--- src/rtl/l2_arbiter_pkg.sv ---
// l2_arbiter_pkg
//   Shared types for the three-way L2 arbiter: request/answer structs seen on
//   the L1/PTW <-> L2 interfaces, the requester index enum and a helper that
//   maps an L2 answer type to the requester that owns it.
package l2_arbiter_pkg;

    // Request kinds issued towards L2. The arbiter forwards them untouched.
    typedef enum logic [1:0] {
        L2_REQ_IREADLINE  = 2'd0,
        L2_REQ_DREADLINE  = 2'd1,
        L2_REQ_DWRITELINE = 2'd2,
        L2_REQ_PTWLOAD    = 2'd3
    } l2_req_type_e;

    // Answer kinds returned by L2. Encodings 5..7 are unused.
    typedef enum logic [2:0] {
        L2_ANS_ILINEREAD    = 3'd0,
        L2_ANS_DLINEREAD    = 3'd1,
        L2_ANS_DLINEWRITTEN = 3'd2,
        L2_ANS_DWBBWAKEUP   = 3'd3,
        L2_ANS_PTWLOAD      = 3'd4
    } l2_ans_type_e;

    typedef struct packed {
        logic         valid;
        l2_req_type_e req_type;
        logic [31:0]  addr;
        logic [31:0]  data;
    } l2arb_l2c_req_t;

    typedef struct packed {
        logic         valid;
        l2_ans_type_e ans_type;
        logic [31:0]  addr;
        logic [31:0]  data;
    } l2c_l2arb_ans_t;

    typedef enum logic [1:0] {
        L2ARB_SRC_I   = 2'd0,
        L2ARB_SRC_D   = 2'd1,
        L2ARB_SRC_PTW = 2'd2
    } l2arb_src_e;

    localparam int L2ARB_N_SRC = 3;

    typedef struct packed {
        logic       valid;
        l2arb_src_e src;
    } l2arb_route_t;

    // Owner of an answer type; valid=0 for encodings nobody owns.
    function automatic l2arb_route_t l2arb_ans_route(input l2_ans_type_e ans_type);
        l2arb_route_t r;
        r.valid = 1'b1;
        r.src   = L2ARB_SRC_I;
        case (ans_type)
            L2_ANS_ILINEREAD:    r.src = L2ARB_SRC_I;
            L2_ANS_DLINEREAD,
            L2_ANS_DLINEWRITTEN,
            L2_ANS_DWBBWAKEUP:   r.src = L2ARB_SRC_D;
            L2_ANS_PTWLOAD:      r.src = L2ARB_SRC_PTW;
            default:             r.valid = 1'b0;
        endcase
        return r;
    endfunction

endpackage

--- src/rtl/l2_arbiter_rr_grant.sv ---
// l2arb_rr_grant
//   N-input round-robin grant. The one-hot grant is combinational; the search
//   starts at the registered pointer, which moves one past the winner.
// Ports:
//   clk_i, rst_ni  clock, asynchronous active-low reset
//   flush_i        return the pointer to 0 on the next edge
//   req_i[N]       eligible requesters
//   update_i       allow the pointer to advance when a grant is issued
//   grant_o[N]     one-hot grant (all zero when nothing is eligible)
module l2arb_rr_grant #(
    parameter int N = 3
) (
    input  logic         clk_i,
    input  logic         rst_ni,
    input  logic         flush_i,
    input  logic [N-1:0] req_i,
    input  logic         update_i,
    output logic [N-1:0] grant_o
);

    localparam int PW = (N > 1) ? $clog2(N) : 1;

    logic [PW-1:0] ptr;
    logic [PW-1:0] ptr_next;
    logic [PW-1:0] grant_idx;
    logic          found;

    // Two passes emulate the circular search: first ptr..N-1, then 0..ptr-1.
    always_comb begin
        grant_o   = '0;
        found     = 1'b0;
        grant_idx = '0;
        for (int j = 0; j < N; j++) begin
            if (!found && req_i[j] && (j >= int'(ptr))) begin
                found      = 1'b1;
                grant_o[j] = 1'b1;
                grant_idx  = PW'(j);
            end
        end
        for (int j = 0; j < N; j++) begin
            if (!found && req_i[j] && (j < int'(ptr))) begin
                found      = 1'b1;
                grant_o[j] = 1'b1;
                grant_idx  = PW'(j);
            end
        end
    end

    assign ptr_next = (grant_idx == PW'(N - 1)) ? '0 : grant_idx + PW'(1);

    always_ff @(posedge clk_i or negedge rst_ni) begin
        if (!rst_ni) begin
            ptr <= '0;
        end else if (flush_i) begin
            ptr <= '0;
        end else if (update_i && found) begin
            ptr <= ptr_next;
        end
    end

endmodule

--- src/rtl/l2_arbiter.sv ---
// l2_arbiter
//   Arbitrates I-cache, D-cache and PTW requests round-robin into a one-entry
//   request register towards L2, limits each requester to MAX_OUTSTANDING
//   unanswered requests, and steers L2 answers back to their owner by type.
// Ports:
//   clk_i, rst_ni, flush_i           clock, async active-low reset, sync flush
//   *_l2arb_req_i / *_req_rdy_o      requester request + accept (I, D, PTW)
//   l2arb_l2c_req_o / l2c_*_req_rdy_i registered request to L2 + L2 accept
//   l2c_l2arb_ans_i / *_ans_rdy_o    answer from L2 + consume
//   l2arb_*_ans_o / *_ans_rdy_i      per-requester answer copy + ready
module l2_arbiter
    import l2_arbiter_pkg::*;
#(
    parameter int MAX_OUTSTANDING = 4
) (
    input  logic           clk_i,
    input  logic           rst_ni,
    input  logic           flush_i,
    input  l2arb_l2c_req_t l1i_l2arb_req_i,
    output logic           l2arb_l1i_req_rdy_o,
    input  l2arb_l2c_req_t l1d_l2arb_req_i,
    output logic           l2arb_l1d_req_rdy_o,
    input  l2arb_l2c_req_t ptw_l2arb_req_i,
    output logic           l2arb_ptw_req_rdy_o,
    output l2arb_l2c_req_t l2arb_l2c_req_o,
    input  logic           l2c_l2arb_req_rdy_i,
    input  l2c_l2arb_ans_t l2c_l2arb_ans_i,
    output logic           l2arb_l2c_ans_rdy_o,
    output l2c_l2arb_ans_t l2arb_l1i_ans_o,
    output l2c_l2arb_ans_t l2arb_l1d_ans_o,
    output l2c_l2arb_ans_t l2arb_ptw_ans_o,
    input  logic           l1i_l2arb_ans_rdy_i,
    input  logic           l1d_l2arb_ans_rdy_i,
    input  logic           ptw_l2arb_ans_rdy_i
);

    localparam int              CW      = $clog2(MAX_OUTSTANDING + 1);
    localparam logic [CW-1:0]   MAX_CNT = CW'(MAX_OUTSTANDING);

    l2arb_l2c_req_t              stage;
    l2arb_l2c_req_t              granted_req;
    l2arb_l2c_req_t              src_req [L2ARB_N_SRC];
    logic [L2ARB_N_SRC-1:0]      src_ans_rdy;
    logic [L2ARB_N_SRC-1:0]      eligible;
    logic [L2ARB_N_SRC-1:0]      rr_req;
    logic [L2ARB_N_SRC-1:0]      grant;
    logic [L2ARB_N_SRC-1:0]      ans_sel;
    logic [L2ARB_N_SRC-1:0]      ans_hs;
    logic [CW-1:0]               cnt [L2ARB_N_SRC];
    logic                        stage_free;
    logic                        any_grant;
    l2arb_route_t                route;

    assign src_req[0]  = l1i_l2arb_req_i;
    assign src_req[1]  = l1d_l2arb_req_i;
    assign src_req[2]  = ptw_l2arb_req_i;
    assign src_ans_rdy = {ptw_l2arb_ans_rdy_i, l1d_l2arb_ans_rdy_i, l1i_l2arb_ans_rdy_i};

    // The stage can take a new request if empty or being drained this cycle.
    assign stage_free = !stage.valid || l2c_l2arb_req_rdy_i;

    // Requesters are stalled while reset is asserted, during flush, and once
    // they have MAX_OUTSTANDING unanswered requests.
    always_comb begin
        eligible = '0;
        for (int k = 0; k < L2ARB_N_SRC; k++) begin
            eligible[k] = src_req[k].valid && (cnt[k] < MAX_CNT) && !flush_i && rst_ni;
        end
        rr_req = eligible & {L2ARB_N_SRC{stage_free}};
    end

    l2arb_rr_grant #(
        .N (L2ARB_N_SRC)
    ) u_rr_grant (
        .clk_i    (clk_i),
        .rst_ni   (rst_ni),
        .flush_i  (flush_i),
        .req_i    (rr_req),
        .update_i (stage_free),
        .grant_o  (grant)
    );

    assign l2arb_l1i_req_rdy_o = grant[0];
    assign l2arb_l1d_req_rdy_o = grant[1];
    assign l2arb_ptw_req_rdy_o = grant[2];

    always_comb begin
        granted_req = '0;
        for (int k = 0; k < L2ARB_N_SRC; k++) begin
            if (grant[k]) begin
                granted_req = src_req[k];
            end
        end
        any_grant = |grant;
    end

    // Request stage: refill on grant, otherwise empty out once L2 has it.
    always_ff @(posedge clk_i or negedge rst_ni) begin
        if (!rst_ni) begin
            stage <= '0;
        end else if (flush_i) begin
            stage <= '0;
        end else if (any_grant) begin
            stage <= granted_req;
        end else if (stage_free) begin
            stage.valid <= 1'b0;
        end
    end

    assign l2arb_l2c_req_o = stage;

    // Answer steering is purely combinational and never looks at the
    // request-side ready, so there is no path from it to the answer outputs.
    assign route = l2arb_ans_route(l2c_l2arb_ans_i.ans_type);

    always_comb begin
        ans_sel = '0;
        for (int k = 0; k < L2ARB_N_SRC; k++) begin
            ans_sel[k] = l2c_l2arb_ans_i.valid && route.valid && !flush_i
                         && (int'(route.src) == k);
        end
        ans_hs = ans_sel & src_ans_rdy;
    end

    // Unowned answer types and answers during flush are swallowed.
    always_comb begin
        l2arb_l2c_ans_rdy_o = 1'b1;
        if (!flush_i && route.valid) begin
            l2arb_l2c_ans_rdy_o = src_ans_rdy[route.src];
        end
    end

    always_comb begin
        l2arb_l1i_ans_o       = l2c_l2arb_ans_i;
        l2arb_l1i_ans_o.valid = ans_sel[0];
        l2arb_l1d_ans_o       = l2c_l2arb_ans_i;
        l2arb_l1d_ans_o.valid = ans_sel[1];
        l2arb_ptw_ans_o       = l2c_l2arb_ans_i;
        l2arb_ptw_ans_o.valid = ans_sel[2];
    end

    // Outstanding counters: a grant and an answer in the same cycle cancel.
    // Eligibility keeps the increment below MAX; a decrement at 0 holds.
    always_ff @(posedge clk_i or negedge rst_ni) begin
        if (!rst_ni) begin
            for (int k = 0; k < L2ARB_N_SRC; k++) begin
                cnt[k] <= '0;
            end
        end else begin
            for (int k = 0; k < L2ARB_N_SRC; k++) begin
                if (flush_i) begin
                    cnt[k] <= '0;
                end else if (grant[k] && !ans_hs[k]) begin
                    cnt[k] <= cnt[k] + CW'(1);
                end else if (!grant[k] && ans_hs[k] && (cnt[k] != '0)) begin
                    cnt[k] <= cnt[k] - CW'(1);
                end
            end
        end
    end

    for (genvar k = 0; k < L2ARB_N_SRC; k++) begin : g_cnt_chk
        cnt_no_underflow: assert property (@(posedge clk_i) disable iff (!rst_ni)
            !(ans_hs[k] && !grant[k] && (cnt[k] == '0)));
    end

endmodule

--- config.mk ---
export PLATFORM = sky130hd
export DESIGN_NAME = l2_arbiter
export DESIGN_NICKNAME = d
export VERILOG_FILES = /design/src/rtl/l2_arbiter_pkg.sv /design/src/rtl/l2_arbiter_rr_grant.sv /design/src/rtl/l2_arbiter.sv
export SDC_FILE = /design/constraint.sdc
export NUM_CORES = 1
export LEC_CHECK = 0
export CELL_PAD_IN_SITES_DETAIL_PLACEMENT = 2
export CELL_PAD_IN_SITES_GLOBAL_PLACEMENT = 2
export CORE_AREA = 3 3 214 216
export CTS_CLUSTER_DIAMETER = 200
export CTS_CLUSTER_SIZE = 14
export DETAILED_ROUTE_END_ITERATION = 8
export DIE_AREA = 0 0 217 219
export PLACE_DENSITY = 0.84
export SLEW_MARGIN = 40
export SYNTH_ARGS = -nofsm -noshare
export SYNTH_HDL_FRONTEND = slang
export SYNTH_SLANG_ARGS = --single-unit
export TNS_END_PERCENT = 100
--- constraint.sdc ---
create_clock -name clk_i -period 3.6 [get_ports clk_i]
set_input_delay 0.72 -clock clk_i [delete_from_list [all_inputs] [get_ports clk_i]]
set_output_delay 0.72 -clock clk_i [all_outputs]
set_load 0.02 [all_outputs]
==> metrics.md <==
| Metric | Value |
|---|---|
| Die X | `217 um` |
| Die ar. | `around 0.048 mm^2` |
| Pwr dens | `383 mW/mm^2` |
| Flop-to-flop setup slack | `1020 ps` |
| Core box area | `0.0441 mm^2` |
| Post-synth EDFFs | `0` |
| Nets | `around 980` |
| Syn-to-layout area delta | `44.2%` |
| Register bit count reported by yosys | `78` |
| Fin. max-slew vios | `0` |
| Failing checks | `DRC` |
| Antenna Cells | `0` |
| Port buffer count | `294` |
| Total GRT Usage | `10.1%` |
| Height of the die | `219 um` |
| Mapped Area | `0.00552 mm^2` |
| GR Overflow Total | `0` |
| YS warnings | `0` |
| Initial Util | `about 13%` |
| CTS Buf Count | `9` |
| Worst-Skew Late Latency | `380 ps` |
| Max VDD drop | `0.173 mV` |
| DR iter-0 viols | `358` |
| CTS clk-pin slew, worst paths | `~60 ps` |
| CP startpoint kind | `input pin` |
| RSZ-0062 raised after global routing | `false` |
| DR pass1 iterations | `9` |
| Drt total wl | `24300 um` |
| Clk sinks | `78` |
| Count leader, synth | `buf_4` |
| Post-CTS Setup Bufs | `0` |
| Fin. Hold Viols | `0` |
| Vias | `5020` |
| Root buffer cell | `clkbuf_16` |
| WL/cell | `18.7 um` |
| Post-Syn Instances | `618` |
| P_leak | `0.00320 uW` |
| RR Startpoint | `cnt[5]$_DFFE_PN0P_` |
| Synth async-reset ratio | `100%` |
| Half-perimeter wire length after placement | `18200 um` |
| Min Tclk post-route | `3360 ps` |
| Worst r2r dst | `l2arb_l2c_req_o[4]$_DFFE_PN0P_` |
| MaxCap Viol Count | `0` |
| Fmax achieved | `298 MHz` |
| Largest net degree at the start of global routing | `73` |
| Synth unique cells | `45` |
| Ratio of cells with drive above 1 in the final layout | `roughly 5.4%` |
| CTS resizes | `0` |
| Initial antenna violation count | `1` |
| Vias in the first global route | `5933` |
| Ys flop type | `dfrtp_1` |
| Cts hold-fix bufs | `0` |
| Num rows | `77` |
| Top cells by area, synth | `dfrtp_1 35%, buf_4 28%, a222oi_1 12%` |
| Critical Path End Type | `output port` |
| Required time of the worst setup path | `2880 ps` |
| Pre-CTS WS | `roughly 190 ps` |
| Power after layout | `3050 uW` |
| Post-synth top cells | `203 x buf_4, 136 x nand2_1, 78 x dfrtp_1` |
| Ports | `between 500 and 600` |
| Post-synth top area share | `35.3%` |
| WP data arrival | `about 2600 ps` |
| Antenna-violating nets left | `0` |
| Reg2Reg Depth | `8` |
| End point of the critical path | `l2arb_l1d_req_rdy_o` |
| Max clock buf depth | `2` |
| Final period util | `93.2%` |
| Register area share after synthesis | `a little over a third` |
| Outcome | `complete, but fails checks` |
| Final clock skew | `10.3 ps` |
| DRC Markers | `3` |
| Worst hold path type | `in -> async` |
| Total Negative Setup Slacks | `0 ps` |
| Largest area contributor in the netlist | `dfrtp_1` |
| CP Max Fanout | `6` |
| Slew of the pin with the lowest slew margin | `814 ps` |
| Avg Inst Size Synth | `8.94 um^2` |
| Layout Utilization | `18.1%` |
| Global-route wire length before repair | `35500 um` |
| Gpl congestion | `just over 0.7` |
| Worst Setup SP | `l2c_l2arb_req_rdy_i` |
| CTS tree | `done` |
| Final setup viols | `0` |
| Final WS setup | `~240 ps` |
| Kind of critical path | `in -> out` |
| Avg Vias per Cell | `3.86` |
| Synthesized Nets | `897` |
| Relative slew slack | `45.7%` |
| H-tree Lvls | `3` |
cell families (layout without fill, tap and decap cells):
logic type | Yosys count | in the layout | share of synthesized area [%]
multiplexers | 3 | 3 | 0.544
buffers and inverters | 246 | 336 | 31.5
AND/OR/NAND/NOR | 195 | 195 | 15.7
XOR/XNOR | 3 | 3 | 0.476
adder cells (fa/ha/maj) | 3 | 3 | 1.09
flip-flops | 78 | 78 | 35.3
AO/OA/AOI/OAI | 90 | 90 | 15.4
report_power, final:
part	switching (uW)	internal (uW)	total, uW
sequential	77.8	989	1070
clock	449	559	1010
combinational	463	512	975
per-stage QoR:
step / hold slack (ps) / instances / area [um^2]
finish: 423 / 1300 / 7970
global route: 441 / 1300 / 7970
CTS: 415 / 1299 / 7950
detailed placement: 501 / 1283 / 7650
global placement: 491 / 1283 / 7640
floorplan: 424 / 618 / 5520
layout by cell type, fill, tap and decap left out, types with 2 or more instances in the layout:
cell type	netlist	final
o311ai_0	2	2
nor3b_1	4	4
or2_2	2	2
o32ai_1	2	2
xnor2_1	3	3
nand3b_1	2	2
fa_1	3	3
nor3_1	8	8
clkdlybuf4s50_1	0	293
clkbuf_16	0	9
o21ai_0	2	2
a222oi_1	66	66
nand3_1	3	3
mux2i_1	3	3
a21oi_1	4	4
nor2_1	12	12
nor2b_1	2	2
buf_4	203	12
buf_12	0	2
a31o_2	2	2
inv_1	11	11
clkinv_2	0	2
dfrtp_1	78	78
nand2_1	136	136
nand2b_1	10	10
or3_1	3	3
and4_1	2	2
nand4_1	3	3
and4b_1	2	2
and2_1	2	2
layer usage:
metal  wire [um]  GRT usage (%)  up-vias  share of wire (%)
li1            -              -     2152                  -
met5          20              0        -              0.082
met3        2930           5.03      102                 12
met4        1430           7.48        2                5.9
met1        8230           9.56     2442                 34
met2       11700           17.0      322                 48
final cells by class:
class                   count  area [um^2]
flip-flops and latches     78         1950
clock buffers              11          243
clock inverters             5         57.6
well taps                 592          741
repair buffers            308         3070
fillers                  5155        36200
inverters                  12         45.0
multi-input cells         294         1850
worst max-delay path: stages:
cell             delay (ps)
clkdlybuf4s50_1         440
nand2b_1                160
buf_4                   150
and4b_1                 220
nand2b_1                190
inv_2                   110
clkdlybuf4s50_1         640
sequential cells by signal, summed over array words and instances (netlist names):
name and flops:
cnt 9, l2arb_l2c_req_o 67, u_rr_grant.ptr 2
how the worst min path moves through the flow:
stage | start | to | slack (ps)
floorplan | rst_ni | cnt[0]$_DFFE_PN0P_ | 420
global placement | l2arb_l2c_req_o[9]$_DFFE_PN0P_ | l2arb_l2c_req_o[9]$_DFFE_PN0P_ | 490
detailed placement | l2arb_l2c_req_o[22]$_DFFE_PN0P_ | l2arb_l2c_req_o[22]$_DFFE_PN0P_ | 500
CTS | rst_ni | l2arb_l2c_req_o[25]$_DFFE_PN0P_ | 420
global route | rst_ni | l2arb_l2c_req_o[20]$_DFFE_PN0P_ | 440
finish | rst_ni | l2arb_l2c_req_o[25]$_DFFE_PN0P_ | 420
(Power assumes the default switching activity.)
